<file path="config.mk">
export PLATFORM = sky130hd
export DESIGN_NAME = trans_req_arbiter_flat
export DESIGN_NICKNAME = d
export VERILOG_FILES = /design/src/rtl/trans_pkg.sv /design/src/rtl/trans_req_arbiter_if.sv /design/src/rtl/trans_id_fifo.sv /design/src/rtl/trans_req_arbiter.sv /design/src/flat_wrapper.sv
export SDC_FILE = /design/constraint.sdc
export NUM_CORES = 1
export LEC_CHECK = 0
export ABC_AREA = 1
export BUFFER_PORTS_ARGS = -buffer_cell sky130_fd_sc_hd__buf_4
export CORE_AREA = 2 2 82 84
export DETAILED_ROUTE_END_ITERATION = 12
export DIE_AREA = 0 0 84 86
export PLACE_DENSITY = 0.71
export RECOVER_POWER = 50
export SYNTH_ARGS = -nofsm -noshare
export SYNTH_HDL_FRONTEND = slang
export SYNTH_HIERARCHICAL = 1
export SYNTH_SLANG_ARGS = --single-unit
</file>
<file path="constraint.sdc">
create_clock -name clk -period 2.4 [get_ports clk]
set_input_delay 0.48 -clock clk [delete_from_list [all_inputs] [get_ports clk]]
set_output_delay 0.48 -clock clk [all_outputs]
set_load 0.05 [all_outputs]
</file>
<file path="src/rtl/trans_pkg.sv">
// rtl/trans_pkg.sv - shared types for the translation request arbiter
package trans_pkg;

    typedef enum logic {
        REQ_INST = 1'b0,
        REQ_DATA = 1'b1
    } req_id_e;

    typedef struct packed {
        req_id_e id;
        logic    kill;
    } out_entry_t;

    localparam int TRANS_MAX_OUT_DEF = 2;

    function automatic req_id_e other_req(input req_id_e id);
        return (id == REQ_INST) ? REQ_DATA : REQ_INST;
    endfunction

endpackage

</file>
<file path="src/rtl/trans_req_arbiter_if.sv">
// rtl/trans_req_arbiter_if.sv - cache front-end and translator signals of the arbiter
interface trans_req_arbiter_if #(
    parameter int ADDR_W = 32
);
    logic              inst_req_valid;
    logic              inst_req_ready;
    logic [ADDR_W-1:0] inst_vaddr;
    logic              inst_flush;
    logic              inst_resp_valid;
    logic [ADDR_W-1:0] inst_resp_paddr;
    logic              inst_resp_uncache;

    logic              data_req_valid;
    logic              data_req_ready;
    logic [ADDR_W-1:0] data_vaddr;
    logic              data_cacop_di;
    logic              data_resp_valid;
    logic [ADDR_W-1:0] data_resp_paddr;
    logic              data_resp_uncache;

    logic              tr_req_valid;
    logic              tr_req_ready;
    logic [ADDR_W-1:0] tr_vaddr;
    logic              tr_cacop_di;
    logic              tr_resp_valid;
    logic [ADDR_W-1:0] tr_resp_paddr;
    logic              tr_resp_uncache;

    logic              busy;
    logic              err;

    // slave: the arbiter itself
    modport slave (
        input  inst_req_valid, inst_vaddr, inst_flush,
        input  data_req_valid, data_vaddr, data_cacop_di,
        input  tr_req_ready, tr_resp_valid, tr_resp_paddr, tr_resp_uncache,
        output inst_req_ready, inst_resp_valid, inst_resp_paddr, inst_resp_uncache,
        output data_req_ready, data_resp_valid, data_resp_paddr, data_resp_uncache,
        output tr_req_valid, tr_vaddr, tr_cacop_di,
        output busy, err
    );

    // master: the surrounding caches and translator
    modport master (
        output inst_req_valid, inst_vaddr, inst_flush,
        output data_req_valid, data_vaddr, data_cacop_di,
        output tr_req_ready, tr_resp_valid, tr_resp_paddr, tr_resp_uncache,
        input  inst_req_ready, inst_resp_valid, inst_resp_paddr, inst_resp_uncache,
        input  data_req_ready, data_resp_valid, data_resp_paddr, data_resp_uncache,
        input  tr_req_valid, tr_vaddr, tr_cacop_di,
        input  busy, err
    );

endinterface

</file>
<file path="src/rtl/trans_id_fifo.sv">
// rtl/trans_id_fifo.sv - in-order requester-ID FIFO of outstanding translator lookups
module trans_id_fifo
    import trans_pkg::*;
#(
    parameter  int DEPTH = TRANS_MAX_OUT_DEF,
    localparam int PTR_W = (DEPTH > 1) ? $clog2(DEPTH) : 1,
    localparam int CNT_W = $clog2(DEPTH + 1)
) (
    input  logic             clk,
    input  logic             rst,
    input  logic             push_i,
    input  out_entry_t       push_entry_i,
    input  logic             pop_i,
    input  logic             kill_inst_i,
    output out_entry_t       head_o,
    output logic [CNT_W-1:0] count_o,
    output logic             full_o,
    output logic             empty_o
);

    out_entry_t       mem_q [DEPTH];
    out_entry_t       mem_d [DEPTH];
    logic [DEPTH-1:0] vld_q, vld_d;
    logic [PTR_W-1:0] wr_ptr_q, wr_ptr_d;
    logic [PTR_W-1:0] rd_ptr_q, rd_ptr_d;
    logic [CNT_W-1:0] count_q, count_d;
    logic             do_push, do_pop;

    function automatic logic [PTR_W-1:0] ptr_inc(input logic [PTR_W-1:0] p);
        return (p == PTR_W'(DEPTH - 1)) ? '0 : p + PTR_W'(1);
    endfunction

    assign empty_o = (count_q == '0);
    assign full_o  = (count_q == CNT_W'(DEPTH));
    assign count_o = count_q;
    assign head_o  = mem_q[rd_ptr_q];

    // A push into a full FIFO is legal when the head leaves in the same cycle.
    assign do_pop  = pop_i && !empty_o;
    assign do_push = push_i && (!full_o || do_pop);

    always_comb begin
        mem_d    = mem_q;
        vld_d    = vld_q;
        wr_ptr_d = wr_ptr_q;
        rd_ptr_d = rd_ptr_q;
        count_d  = count_q;
        for (int i = 0; i < DEPTH; i++) begin
            if (kill_inst_i && vld_q[i] && (mem_q[i].id == REQ_INST)) begin
                mem_d[i].kill = 1'b1;
            end
        end
        if (do_pop) begin
            vld_d[rd_ptr_q] = 1'b0;
            rd_ptr_d        = ptr_inc(rd_ptr_q);
        end
        if (do_push) begin
            mem_d[wr_ptr_q] = push_entry_i;
            vld_d[wr_ptr_q] = 1'b1;
            wr_ptr_d        = ptr_inc(wr_ptr_q);
        end
        if (do_push && !do_pop) begin
            count_d = count_q + CNT_W'(1);
        end else if (do_pop && !do_push) begin
            count_d = count_q - CNT_W'(1);
        end
    end

    always_ff @(posedge clk or negedge rst) begin
        if (!rst) begin
            for (int i = 0; i < DEPTH; i++) begin
                mem_q[i] <= '0;
            end
            vld_q    <= '0;
            wr_ptr_q <= '0;
            rd_ptr_q <= '0;
            count_q  <= '0;
        end else begin
            mem_q    <= mem_d;
            vld_q    <= vld_d;
            wr_ptr_q <= wr_ptr_d;
            rd_ptr_q <= rd_ptr_d;
            count_q  <= count_d;
        end
    end

endmodule

</file>
<file path="src/rtl/trans_req_arbiter.sv">
// rtl/trans_req_arbiter.sv - round-robin sharing of one translation port between ICache and DCache
module trans_req_arbiter
    import trans_pkg::*;
#(
    parameter int MAX_OUT = TRANS_MAX_OUT_DEF,
    parameter int ADDR_W  = 32
) (
    input  logic                 clk,
    input  logic                 rst,
    trans_req_arbiter_if.slave   bus
);

    localparam int CNT_W = $clog2(MAX_OUT + 1);

    logic              lock_q, lock_d;
    req_id_e           lock_id_q, lock_id_d;
    req_id_e           rr_q, rr_d;
    logic              err_q, err_d;

    req_id_e           win_id;
    logic              win_valid;
    logic [ADDR_W-1:0] win_vaddr;
    logic              win_cacop_di;
    logic              can_issue;
    logic              req_fire;
    logic              handshake;
    logic              pop;

    out_entry_t        push_entry;
    out_entry_t        head;
    logic [CNT_W-1:0]  count;
    logic              full;
    logic              empty;

    always_comb begin
        win_id = rr_q;
        if (lock_q) begin
            win_id = lock_id_q;
        end else if (bus.inst_req_valid && !bus.data_req_valid) begin
            win_id = REQ_INST;
        end else if (bus.data_req_valid && !bus.inst_req_valid) begin
            win_id = REQ_DATA;
        end
    end

    assign win_valid    = (win_id == REQ_DATA) ? bus.data_req_valid : bus.inst_req_valid;
    assign win_vaddr    = (win_id == REQ_DATA) ? bus.data_vaddr : bus.inst_vaddr;
    assign win_cacop_di = (win_id == REQ_DATA) && bus.data_cacop_di;

    // A response in the same cycle frees a slot, so a full FIFO can still issue.
    assign can_issue = !full || bus.tr_resp_valid;
    assign req_fire  = rst && can_issue && win_valid;
    assign handshake = req_fire && bus.tr_req_ready;
    assign pop       = rst && bus.tr_resp_valid && !empty;

    assign push_entry.id   = win_id;
    assign push_entry.kill = (win_id == REQ_INST) && bus.inst_flush;

    trans_id_fifo #(
        .DEPTH (MAX_OUT)
    ) u_id_fifo (
        .clk          (clk),
        .rst          (rst),
        .push_i       (handshake),
        .push_entry_i (push_entry),
        .pop_i        (pop),
        .kill_inst_i  (bus.inst_flush),
        .head_o       (head),
        .count_o      (count),
        .full_o       (full),
        .empty_o      (empty)
    );

    always_comb begin
        lock_d    = lock_q;
        lock_id_d = lock_id_q;
        rr_d      = rr_q;
        err_d     = err_q;
        if (handshake) begin
            lock_d = 1'b0;
            rr_d   = other_req(win_id);
        end else if (req_fire) begin
            lock_d    = 1'b1;
            lock_id_d = win_id;
        end
        if (bus.tr_resp_valid && empty) begin
            err_d = 1'b1;
        end
    end

    always_ff @(posedge clk or negedge rst) begin
        if (!rst) begin
            lock_q    <= 1'b0;
            lock_id_q <= REQ_DATA;
            rr_q      <= REQ_DATA;
            err_q     <= 1'b0;
        end else begin
            lock_q    <= lock_d;
            lock_id_q <= lock_id_d;
            rr_q      <= rr_d;
            err_q     <= err_d;
        end
    end

    assign bus.tr_req_valid   = req_fire;
    assign bus.tr_vaddr       = win_vaddr;
    assign bus.tr_cacop_di    = win_cacop_di;
    assign bus.inst_req_ready = handshake && (win_id == REQ_INST);
    assign bus.data_req_ready = handshake && (win_id == REQ_DATA);

    // Killed INST entries and INST results arriving during a flush are dropped silently.
    assign bus.inst_resp_valid   = pop && (head.id == REQ_INST) && !head.kill && !bus.inst_flush;
    assign bus.inst_resp_paddr   = bus.tr_resp_paddr;
    assign bus.inst_resp_uncache = bus.tr_resp_uncache;
    assign bus.data_resp_valid   = pop && (head.id == REQ_DATA);
    assign bus.data_resp_paddr   = bus.tr_resp_paddr;
    assign bus.data_resp_uncache = bus.tr_resp_uncache;

    assign bus.busy = (count != '0) || lock_q;
    assign bus.err  = err_q;

endmodule

</file>
<file path="src/flat_wrapper.sv">
// flat-port wrapper written by rule: the top's interface ports become plain ports
module trans_req_arbiter_flat import trans_pkg::*;
#(
    parameter int MAX_OUT = TRANS_MAX_OUT_DEF,
    parameter int ADDR_W  = 32
)
  (clk, rst, bus_inst_req_valid, bus_inst_vaddr, bus_inst_flush, bus_data_req_valid, bus_data_vaddr, bus_data_cacop_di, bus_tr_req_ready, bus_tr_resp_valid, bus_tr_resp_paddr, bus_tr_resp_uncache, bus_inst_req_ready, bus_inst_resp_valid, bus_inst_resp_paddr, bus_inst_resp_uncache, bus_data_req_ready, bus_data_resp_valid, bus_data_resp_paddr, bus_data_resp_uncache, bus_tr_req_valid, bus_tr_vaddr, bus_tr_cacop_di, bus_busy, bus_err);
  trans_req_arbiter_if #(.ADDR_W(ADDR_W)) bus_i ();
  input  logic clk;
  input  logic rst;
  input wire logic [$bits(bus_i.inst_req_valid)-1:0] bus_inst_req_valid;
  input wire logic [$bits(bus_i.inst_vaddr)-1:0] bus_inst_vaddr;
  input wire logic [$bits(bus_i.inst_flush)-1:0] bus_inst_flush;
  input wire logic [$bits(bus_i.data_req_valid)-1:0] bus_data_req_valid;
  input wire logic [$bits(bus_i.data_vaddr)-1:0] bus_data_vaddr;
  input wire logic [$bits(bus_i.data_cacop_di)-1:0] bus_data_cacop_di;
  input wire logic [$bits(bus_i.tr_req_ready)-1:0] bus_tr_req_ready;
  input wire logic [$bits(bus_i.tr_resp_valid)-1:0] bus_tr_resp_valid;
  input wire logic [$bits(bus_i.tr_resp_paddr)-1:0] bus_tr_resp_paddr;
  input wire logic [$bits(bus_i.tr_resp_uncache)-1:0] bus_tr_resp_uncache;
  output wire logic [$bits(bus_i.inst_req_ready)-1:0] bus_inst_req_ready;
  output wire logic [$bits(bus_i.inst_resp_valid)-1:0] bus_inst_resp_valid;
  output wire logic [$bits(bus_i.inst_resp_paddr)-1:0] bus_inst_resp_paddr;
  output wire logic [$bits(bus_i.inst_resp_uncache)-1:0] bus_inst_resp_uncache;
  output wire logic [$bits(bus_i.data_req_ready)-1:0] bus_data_req_ready;
  output wire logic [$bits(bus_i.data_resp_valid)-1:0] bus_data_resp_valid;
  output wire logic [$bits(bus_i.data_resp_paddr)-1:0] bus_data_resp_paddr;
  output wire logic [$bits(bus_i.data_resp_uncache)-1:0] bus_data_resp_uncache;
  output wire logic [$bits(bus_i.tr_req_valid)-1:0] bus_tr_req_valid;
  output wire logic [$bits(bus_i.tr_vaddr)-1:0] bus_tr_vaddr;
  output wire logic [$bits(bus_i.tr_cacop_di)-1:0] bus_tr_cacop_di;
  output wire logic [$bits(bus_i.busy)-1:0] bus_busy;
  output wire logic [$bits(bus_i.err)-1:0] bus_err;
  assign bus_i.inst_req_valid = bus_inst_req_valid;
  assign bus_i.inst_vaddr = bus_inst_vaddr;
  assign bus_i.inst_flush = bus_inst_flush;
  assign bus_i.data_req_valid = bus_data_req_valid;
  assign bus_i.data_vaddr = bus_data_vaddr;
  assign bus_i.data_cacop_di = bus_data_cacop_di;
  assign bus_i.tr_req_ready = bus_tr_req_ready;
  assign bus_i.tr_resp_valid = bus_tr_resp_valid;
  assign bus_i.tr_resp_paddr = bus_tr_resp_paddr;
  assign bus_i.tr_resp_uncache = bus_tr_resp_uncache;
  assign bus_inst_req_ready = bus_i.inst_req_ready;
  assign bus_inst_resp_valid = bus_i.inst_resp_valid;
  assign bus_inst_resp_paddr = bus_i.inst_resp_paddr;
  assign bus_inst_resp_uncache = bus_i.inst_resp_uncache;
  assign bus_data_req_ready = bus_i.data_req_ready;
  assign bus_data_resp_valid = bus_i.data_resp_valid;
  assign bus_data_resp_paddr = bus_i.data_resp_paddr;
  assign bus_data_resp_uncache = bus_i.data_resp_uncache;
  assign bus_tr_req_valid = bus_i.tr_req_valid;
  assign bus_tr_vaddr = bus_i.tr_vaddr;
  assign bus_tr_cacop_di = bus_i.tr_cacop_di;
  assign bus_busy = bus_i.busy;
  assign bus_err = bus_i.err;
  trans_req_arbiter #(.MAX_OUT(MAX_OUT), .ADDR_W(ADDR_W)) u_core (.clk(clk), .rst(rst), .bus(bus_i));
endmodule
</file>
==> key figures, run 1 <==
GRT
  – First-pass GRT wire length: 7410 um
  – Initial antenna violation count: 0
  – Largest net degree at the start of global routing: 36
  – Vias in the first global route: 1633
  – Grt ovf: 0
  – Global Route Usage Sum: 0.123

Die
  – Die area: 7220 um2
  – # rows: 29
  – Die X: 84 um
  – Die Y: 86 um
  – I/O Pins: 211
  – Starting Density: 0.281
  – CORE AREA: 6280 um2

Power
  – Internal: 0.00124 W
  – VDD IR max: 0.674 mV
  – Sequential share of power: 0.142
  – Clock network fraction of total power: 0.070
  – Comb power frac: 0.788
  – Pwr dens: 1450 nW/um2
  – P_sw: 0.00201 W
  – P_leak: 1.32 nW
  – Switching portion of total power: 0.619

Final layout
  – Share of cells above drive strength 1: 0.428
  – Inserted Diodes: 0
  – Fill cells: 686
  – Multi-input gate area: 778 um2
  – Register area: 353 um2
  – Layout overhead on the synthesized area: 26.4%
  – NumNets Final: 432
  – Utilization after layout: 0.355

Synthesis
  – Async SR Flop Fraction: 1.00
  – YS warnings: 6
  – Largest area contributor in the netlist: buf_4
  – Mapped Area: 1770 um2
  – Commonest cells post-synth: nand2_1, buf_4, inv_1, dfrtp_1, nand4_1
  – Count of cell types in the netlist: 28
  – Seq/Total Area, Yosys: 0.200
  – Area share of the leading cell type in the synthesized netlist: 0.293
  – Synth area leaders: buf_4, nand2_1, dfrtp_1
  – Post-synth EDFFs: 0
  – Synthesis-stage register bit count: 14
  – Most frequent cell after synthesis: nand2_1
  – Cell count after synthesis: 278
  – Ys flop type: dfrtp_1
  – Syn_area_per_cell: 6.35 um2
  – Post-Syn Nets: 384

STA
  – Period utilization: 0.920
  – Clock Skew: 0.00428 ns
  – RSZ-0062 raised after global routing: false
  – Setup violators final: 0
  – Max_slew headroom: 0.508
  – F_max: 453 MHz
  – Fin Setup TNS: 0 ns
  – Pins Over Slew Limit: 0
  – Worst Tran Pin Value: 0.738 ns
  – Fin. Hold Viols: 0
  – Final min period: 2.21 ns

Clock tree
  – TritonCTS clock tree: built
  – CTS max path bufs: 2
  – Post-CTS resize count: 0
  – Worst-path clk slew: 0.06 ns
  – Worst skew pair latency: 0.24 ns
  – Root buf cell: clkbuf_8
  – CTS Hold Bufs: 0
  – Clock Sink Count: 14
  – Postcts setup bufs: 0
  – H-tree depth: 1
  – Num CTS Buffers: 3

Worst setup path
  – Critical path type: reg2out
  – Crit-path max FO: 7
  – Req. time, crit path: 1.92 ns
  – Internal reg-to-reg setup slack: 0.37 ns
  – CP arrival: 1.73 ns
  – Crit start category: register
  – Nature of the critical path endpoint: output pin

Drt
  – Routed wire per std cell: 11.7 um
  – Initial DRC count: 44
  – First-pass detailed-route iteration total: 4
  – Via/cell ratio: 4.35
  – Remaining antenna violation count: 0
  – Final WL: 4690 um
  – DR vias: 1748
  – Remaining DRCs: 0

Status
  – Status: finished clean

Placement
  – IO buf count: 111
  – Post-DP HPWL: 3930 um
  – RD Place Congestion: 0.793

Run
  – Max-cap violation count: 0

Worst hold path
  – Hold/Removal Path Class: in2async
final timing paths:
| kind | end | cells past startpoint | from |
|---|---|---|---|
| max | bus_inst_resp_valid | 5 | u_core/u_id_fifo/count_o[0]$_DFFE_PN0P_ |
| min | u_core/u_id_fifo/vld_q[1]$_DFF_PN0_ | 2 | rst |
| max reg2reg | u_core/u_id_fifo/count_o[1]$_DFFE_PN0P_ | 11 | u_core/u_id_fifo/count_o[0]$_DFFE_PN0P_ |
| min reg2reg | u_core/bus.err$_DFFE_PN0P_ | 1 | u_core/bus.err$_DFFE_PN0P_ |
| max in group asynchronous | u_core/u_id_fifo/mem_q[1]$_DFFE_PN0P_ | 2 | rst |
| min in group clk | u_core/bus.err$_DFFE_PN0P_ | 2 | bus_tr_resp_valid |
per-stage QoR:
step           instance area [um2]  instances  power [W]  hold slack, ns  worst slack [ns]
6_report                      2230        402    0.00324           0.409             0.192
5_1_grt                       2230        402    0.00346           0.449            0.0393
4_1_cts                       2230        402    0.00327           0.176             0.114
3_5_place_dp                  2180        398    0.00303           0.442             0.317
3_3_place_gp                  2180        398    0.00300           0.433             0.324
2_1_floorplan                 1770        278    0.00263           0.184             0.108
layer usage:
| metal | GRT usage | up-vias | routed length (um) |
|---|---|---|---|
| met2 | 0.199 | 99 | 2220 |
| met5 | 0 | - | 0 |
| met3 | 0.0472 | 24 | 549 |
| li1 | - | 872 | - |
| met1 | 0.152 | 753 | 1790 |
| met4 | 0.0381 | 0 | 131 |
critical path, stage by stage, from the launching register on:
cell     delay, ns
dfrtp_1       0.49
nor2_1        0.11
nor3_1        0.38
inv_1         0.12
nor4_2        0.15
buf_4         0.23
kinds of logic after synthesis:
| group | Yosys count | share of synthesized area |
|---|---|---|
| AO/OA/AOI/OAI | 11 | 0.0404 |
| XOR/XNOR | 2 | 0.00992 |
| adder cells (fa/ha/maj) | 1 | 0.00709 |
| buffers and inverters | 96 | 0.365 |
| flip-flops | 14 | 0.200 |
| AND/OR/NAND/NOR | 154 | 0.378 |
cell usage in the layout (no fill, tap or decap):
cell type and instances:
nand3_1 3, a21o_1 1, buf_4 113, nand3_2 4, clkbuf_8 4, o21ai_2 2, dfstp_2 2, nand2_4 1
a21oi_1 1, xnor2_1 1, inv_4 1, nor2_2 1, nor2_4 1, clkbuf_1 2, dfrtp_1 12, xor2_1 1
nor3_1 1, nor2_1 6, inv_2 3, inv_1 20, nand2_1 125, nand3_4 1, a21oi_2 2, o21bai_1 1
ha_1 1, nand2_2 3, nor4_2 1, o21ai_1 4, nand4_1 7
power groups by stage:
stage / combinational [W] / sequential (W) / clock (W)
finish: 0.00255 / 0.000461 / 0.000226
global placement: 0.00254 / 0.000462 / 0
CTS: 0.00258 / 0.000459 / 0.000231
global route: 0.00274 / 0.000477 / 0.000245
detailed placement: 0.00257 / 0.000460 / 0
floorplan: 0.00219 / 0.000438 / 0
registers in the layout, indices dropped and copies added, names as in the netlist:
signal / flops
u_core/u_id_fifo/count_o: 2
u_core/u_id_fifo/wr_ptr_q: 1
u_core/bus.err: 1
u_core/lock_q: 1
u_core/u_id_fifo/vld_q: 2
u_core/u_id_fifo/rd_ptr_q: 1
u_core/u_id_fifo/mem_q: 4
u_core/rr_q: 1
u_core/lock_id_q: 1
layout make-up:
class | instances | share of cell area
repair buffers | 115 | 0.384
multi-input cells | 168 | 0.349
flip-flops and latches | 14 | 0.158
well taps | 77 | 0.0432
clock buffers | 4 | 0.0247
inverters | 24 | 0.0415
Power figures use the tool's default switching activity.
==> inputs of run 2 (changes only) <==
Settings changed: CTS_BUF_LIST from default to sky130_fd_sc_hd__clkbuf_4.
==> key figures, run 2 (same netlist as run 1, synthesis figures left out) <==
Power
  – VDD IR max: 0.674 mV (about the same)
  – P_leak: 1.30 nW (-0.92%)
  – Pwr dens: 1430 nW/um2 (-1.7%)

Die
  – I/O Pins: 211 (unchanged)
  – CORE AREA: 6280 um2 (unchanged)
  – Starting Density: 0.281 (unchanged)
  – Die Y: 86 um (unchanged)
  – # rows: 29 (unchanged)
  – Die X: 84 um (unchanged)
  – Die area: 7220 um2 (unchanged)

Worst setup path
  – Crit path max-delay family: flip-flops
  – Critical Path Most Common Cell: nand2_1
  – Critical path cell sequence: inv_1, nand2_1, nand2_2, nand2_4, buf_4, nand2_1, nand2_1, buf_4
  – Internal reg-to-reg setup slack: 0.41 ns (+0.04 ns)
  – R2R cell count: 12 (+1)
  – Req. time, crit path: 1.92 ns (about the same)
  – RR Endpoint: u_core/u_id_fifo/count_o[1]$_DFFE_PN0P_
  – Crit start category: register
  – CP bufs+invs: 3 (+1)
  – Nature of the critical path endpoint: output pin
  – Slowest stage delay, CP: 0.54 ns (+0.05 ns)
  – Critical path type: reg2out
  – Crit-path max FO: 23 (+16)
  – Slowest cell on the critical path: dfstp_2
  – CP arrival: 1.74 ns (about the same)
  – RR Startpoint: u_core/u_id_fifo/count_o[1]$_DFFE_PN0P_

STA
  – Pins Over Slew Limit: 0 (unchanged)
  – Final min period: 2.22 ns (+0.0103 ns)
  – Fin Setup TNS: 0 ns (unchanged)
  – Max_slew headroom: 0.510 (+0.00172)
  – Clock Skew: 0.00824 ns (+0.00396 ns)
  – Setup violators final: 0 (unchanged)
  – Fin. Hold Viols: 0 (unchanged)
  – RSZ-0062 raised after global routing: false
  – F_max: 451 MHz (-0.46%)
  – Period utilization: 0.924 (+0.00429)
  – Worst Tran Pin Value: 0.735 ns (-0.00258 ns)

Final layout
  – Largest register FFs: 4 (unchanged)
  – Layout overhead on the synthesized area: 25.0%
  – Inserted Diodes: 0 (unchanged)
  – Share of cells above drive strength 1: 0.428 (unchanged)
  – Biggest register: u_core/u_id_fifo/mem_q
  – Most frequent cells in the layout: nand2_1, buf_4, inv_1
  – Finished Cell Area: 2210 um2 (-1.1%)
  – NumNets Final: 432 (unchanged)
  – Most common cell after layout, fill and taps aside: nand2_1

Clock tree
  – Root buf cell: clkbuf_4
  – Clock Sink Count: 14 (unchanged)
  – Worst skew pair latency: 0.28 ns (+0.04 ns)
  – Postcts setup bufs: 0 (unchanged)
  – H-tree depth: 1 (unchanged)
  – TritonCTS clock tree: built
  – Num CTS Buffers: 3 (unchanged)
  – Post-CTS resize count: 0 (unchanged)
  – CTS Hold Bufs: 0 (unchanged)
  – Worst-path clk slew: 0.09 ns (+0.03 ns)
  – CTS max path bufs: 2 (unchanged)

Placement
  – Placed cell areas: 2180 um2 (unchanged)
  – Post-DP HPWL: 3930 um (unchanged)
  – IO buf count: 111 (unchanged)
  – RD Place Congestion: 0.793 (unchanged)

GRT
  – Largest net degree at the start of global routing: 36 (unchanged)
  – Vias in the first global route: 1650 (+1.0%)
  – Grt ovf: 0 (unchanged)
  – Global Route Usage Sum: 0.123 (+0.000152)
  – Initial antenna violation count: 0 (unchanged)
  – First-pass GRT wire length: 7450 um (+0.57%)

Drt
  – Via/cell ratio: 4.36 (+0.23%)
  – Initial DRC count: 51 (+16%)
  – First-pass detailed-route iteration total: 4 (unchanged)
  – Remaining DRCs: 0 (unchanged)
  – Final WL: 4740 um (+1.0%)
  – DR vias: 1752 (+0.23%)
  – Routed wire per std cell: 11.8 um (+1.0%)
  – Remaining antenna violation count: 0 (unchanged)

Status
  – Status: finished clean

Run
  – Max-cap violation count: 0 (unchanged)

Worst hold path
  – Hold/Removal Path Class: in2async
run 2: report_power, final:
part	leakage, nW	switching, W	internal [W]
Sequential	0.160	0.000107	0.000354
Clock	0.0154	0.0000728	0.0000602
Combinational	1.13	0.00182	0.000736
Total	1.30	0.00200	0.00115
run 2: how the worst max path moves through the flow:
stage | from | end | slack [ns] | cells past startpoint
floorplan | u_core/u_id_fifo/count_o[0]$_DFFE_PN0P_ | bus_inst_resp_valid | 0.11 | 4
global placement | bus_data_req_valid | bus_tr_vaddr[9] | 0.32 | 9
detailed placement | bus_inst_req_valid | bus_tr_vaddr[9] | 0.32 | 10
CTS | u_core/u_id_fifo/count_o[1]$_DFFE_PN0P_ | bus_data_req_ready | 0.07 | 6
global route | u_core/rr_q$_DFFE_PN1P_ | bus_tr_vaddr[10] | 0.04 | 8
finish | u_core/rr_q$_DFFE_PN1P_ | bus_tr_vaddr[2] | 0.18 | 8
run 2: area by class of cell:
cell class | count | area (um2)
Multi-Input combinational cell | 168 | 783
Sequential cell | 14 | 353
Tap cell | 77 | 96.3
Fill cell | 687 | 4070
Timing Repair Buffer | 115 | 856
Inverter | 24 | 92.6
Clock buffer | 3 | 22.5
Clock inverter | 1 | 3.75
run 2: worst register-to-register path: cells and delay by family, from the launching register on:
| family | cells | cell delay, ns |
|---|---|---|
| AND/OR/NAND/NOR | 6 | 0.56 |
| flip-flops | 1 | 0.47 |
| buffers and inverters | 4 | 0.39 |
| adder cells (fa/ha/maj) | 1 | 0.24 |
| AO/OA/AOI/OAI | 1 | 0.22 |
run 2: stage by stage:
stage	hold slack (ns)	utilization	setup slack [ns]	cells	total power [W]
after CTS	0.132	0.351	0.0669	402	0.00318
after global routing	0.402	0.352	0.0390	402	0.00337
after detailed placement	0.442	0.347	0.317	398	0.00303
after global placement	0.433	0.347	0.324	398	0.00300
after floorplan	0.184	-	0.108	278	0.00263
final	0.369	0.352	0.182	402	0.00315
run 2: metal layers:
metal	global-route usage	routed length, um	share of wire	vias up
met1	0.151	1770	0.37	757
li1	-	-	-	872
met2	0.205	2270	0.48	99
met5	0	0	0	-
met4	0.0293	131	0.028	0
met3	0.0472	572	0.12	24
==> inputs of run 3 (changes only) <==
Settings changed: BUFFER_PORTS_ARGS -buffer_cell sky130_fd_sc_hd__buf_4 to -buffer_cell sky130_fd_sc_hd__buf_2, PLACE_DENSITY 0.71 to 0.68.
==> key figures, run 3 (same netlist as run 1, synthesis figures left out) <==
Status
  – Status: finished clean

Die
  – I/O Pins: 211 (unchanged)
  – Starting Density: 0.281 (unchanged)
  – Die area: 7220 um2 (unchanged)
  – # rows: 29 (unchanged)
  – Die X: 84 um (unchanged)
  – Die Y: 86 um (unchanged)
  – CORE AREA: 6280 um2 (unchanged)

GRT
  – Vias in the first global route: 1759 (+6.6%)
  – Initial antenna violation count: 0 (unchanged)
  – Global Route Usage Sum: 0.142 (+0.0183)
  – Grt ovf: 0 (unchanged)
  – Largest net degree at the start of global routing: 36 (unchanged)
  – First-pass GRT wire length: 8220 um (+10%)

Drt
  – Initial DRC count: 61 (+20%)
  – Routed wire per std cell: 13.2 um (+12%)
  – DR WL met3: 666 um (+16%)
  – Max layer used: met4
  – Met1 WL: 1960 um (+11%)
  – Remaining antenna violation count: 0 (unchanged)
  – DR vias: 1796 (+2.5%)
  – First-pass detailed-route iteration total: 4 (unchanged)
  – Via/cell ratio: 4.46 (+2.3%)
  – Final WL: 5320 um (+12%)
  – Remaining DRCs: 0 (unchanged)
  – DR WL met2: 2470 um (+8.8%)

Worst setup path
  – Req. time, crit path: 1.92 ns (about the same)
  – Critical path type: reg2out
  – RR Endpoint: u_core/u_id_fifo/count_o[1]$_DFFE_PN0P_
  – R2R cell count: 13 (+1)
  – RR Startpoint: u_core/u_id_fifo/count_o[1]$_DFFE_PN0P_
  – CP arrival: 1.78 ns (+0.04 ns)
  – Critical path cell sequence: inv_1, nor2_1, a21oi_2, nand4_1, nor2_2, buf_4
  – Crit path max-delay family: simple AND/OR/NAND/NOR gates
  – CP Depth: 6 (-2)
  – CP bufs+invs: 2 (-1)
  – Crit-path max FO: 6 (-74%)
  – Slowest cell on the critical path: dfrtp_2
  – Crit start category: register
  – Nature of the critical path endpoint: output pin
  – Slowest stage delay, CP: 0.47 ns (-0.07 ns)
  – Worst Setup SP: u_core/u_id_fifo/count_o[1]$_DFFE_PN0P_
  – Internal reg-to-reg setup slack: 0.25 ns (-0.16 ns)

STA
  – Final WS setup: 0.144 ns (-0.0382 ns)
  – Fin. Hold Viols: 0 (unchanged)
  – Pins Over Slew Limit: 0 (unchanged)
  – Worst Tran Pin Value: 0.763 ns (+0.0281 ns)
  – Max_slew headroom: 0.491 (-0.0187)
  – Period utilization: 0.940 (+0.0159)
  – Setup violators final: 0 (unchanged)
  – RSZ-0062 raised after global routing: false
  – Clock Skew: 0.00186 ns (-0.00638 ns)
  – Fin Setup TNS: 0 ns (unchanged)
  – F_max: 443 MHz (-1.7%)
  – Final min period: 2.26 ns (+0.0382 ns)

Clock tree
  – Root buf cell: clkbuf_4
  – Clock Sink Count: 14 (unchanged)
  – CTS max path bufs: 2 (unchanged)
  – Worst-path clk slew: 0.09 ns (about the same)
  – TritonCTS clock tree: built
  – Num CTS Buffers: 3 (unchanged)
  – Worst skew pair latency: 0.29 ns (about the same)
  – H-tree depth: 1 (unchanged)

Placement
  – Place WS: 0.247 ns (-0.0702 ns)
  – RD Place Congestion: 0.849 (+7.1%)
  – Post-DP HPWL: 4400 um (+12%)
  – Placed Cells: 398 (unchanged)
  – IO buf count: 111 (unchanged)
  – Placed cell areas: 1930 um2 (-11%)

Final layout
  – Share of cells above drive strength 1: 0.433 (+0.00482)
  – Finished Cell Area: 1980 um2 (-10%)
  – Biggest register: u_core/u_id_fifo/mem_q
  – Utilization after layout: 0.315 (-0.0363)
  – Most common cell after layout, fill and taps aside: nand2_1
  – NumNets Final: 433 (+0.23%)
  – Most frequent cells in the layout: nand2_1, buf_2, inv_1
  – Fill cells: 709 (+3.2%)
  – Layout overhead on the synthesized area: 12.1%
  – Final cell count without fillers: 403 (+0.25%)
  – Inserted Diodes: 0 (unchanged)
  – Largest register FFs: 4 (unchanged)

Run
  – Max-cap violation count: 0 (unchanged)

Worst hold path
  – Hold/Removal Path Class: in2async

Power
  – Pwr dens: 1530 nW/um2 (+7.3%)
  – P_leak: 1.23 nW (-5.8%)
  – VDD IR max: 0.986 mV (+46%)
run 3: cell count changes in the layout (fill, tap and decap cells not counted):
cell      change
dfrtp_2       +1
dfrtp_1       -1
buf_2       +106
clkbuf_4      +1
buf_4       -109
buf_6         +1
buf_12        +2
run 3: worst max path at each step:
stage / end / slack (ns)
2_1_floorplan: bus_inst_resp_valid / 0.11
4_1_cts: bus_inst_resp_valid / 0.07
3_3_place_gp: bus_tr_vaddr[0] / 0.26
3_5_place_dp: bus_tr_vaddr[2] / 0.25
5_1_grt: bus_inst_resp_valid / 0.02
6_report: bus_data_req_ready / 0.14
run 3: routing by layer:
layer,GRT usage,vias up
met5,0,-
met1,0.164,773
met3,0.0520,33
met2,0.228,114
met4,0.0762,0
li1,-,876
run 3: report_power, final:
group / switching (W) / total [W] / internal [W]
Clock: 0.0000832 / 0.000144 / 0.0000604
Sequential: 0.000105 / 0.000460 / 0.000355
Combinational: 0.00183 / 0.00243 / 0.000598
run 3: worst reg2reg max path, stage by stage, from the launching register on:
cell and delay, ns:
dfrtp_2 0.47, inv_1 0.09, nor2_1 0.05, a21oi_2 0.23, nand4_1 0.28, buf_4 0.24
inv_1 0.06, nand2_1 0.06, inv_1 0.06, ha_1 0.24, inv_1 0.08, nand3_1 0.07
nand2_1 0.06, nand2_1 0.04
run 3: layout make-up:
cell class                 count  area, um2  area share
clock buffer                   3       22.5      0.0114
timing repair buffer         116        627       0.317
tap                           77       96.3      0.0487
multi-input combinational    168        783       0.396
clock inverter                 1       3.75     0.00190
inverter                      24       92.6      0.0468
sequential                    14        354       0.179
run 3: timing repair:
item	CTS	global route
gates resized for setup	1	6
hold buffers	0	0
pin swaps	1	2
buffers inserted	1	0
endpoints found under the hold margin	0	0
setup endpoints to repair	2	17
run 3: stage by stage:
stage | power (W) | hold slack [ns]
after global placement | 0.00285 | 0.441
after global routing | 0.00326 | 0.395
after CTS | 0.00304 | 0.145
after detailed placement | 0.00288 | 0.445
after floorplan | 0.00263 | 0.184
final | 0.00303 | 0.385
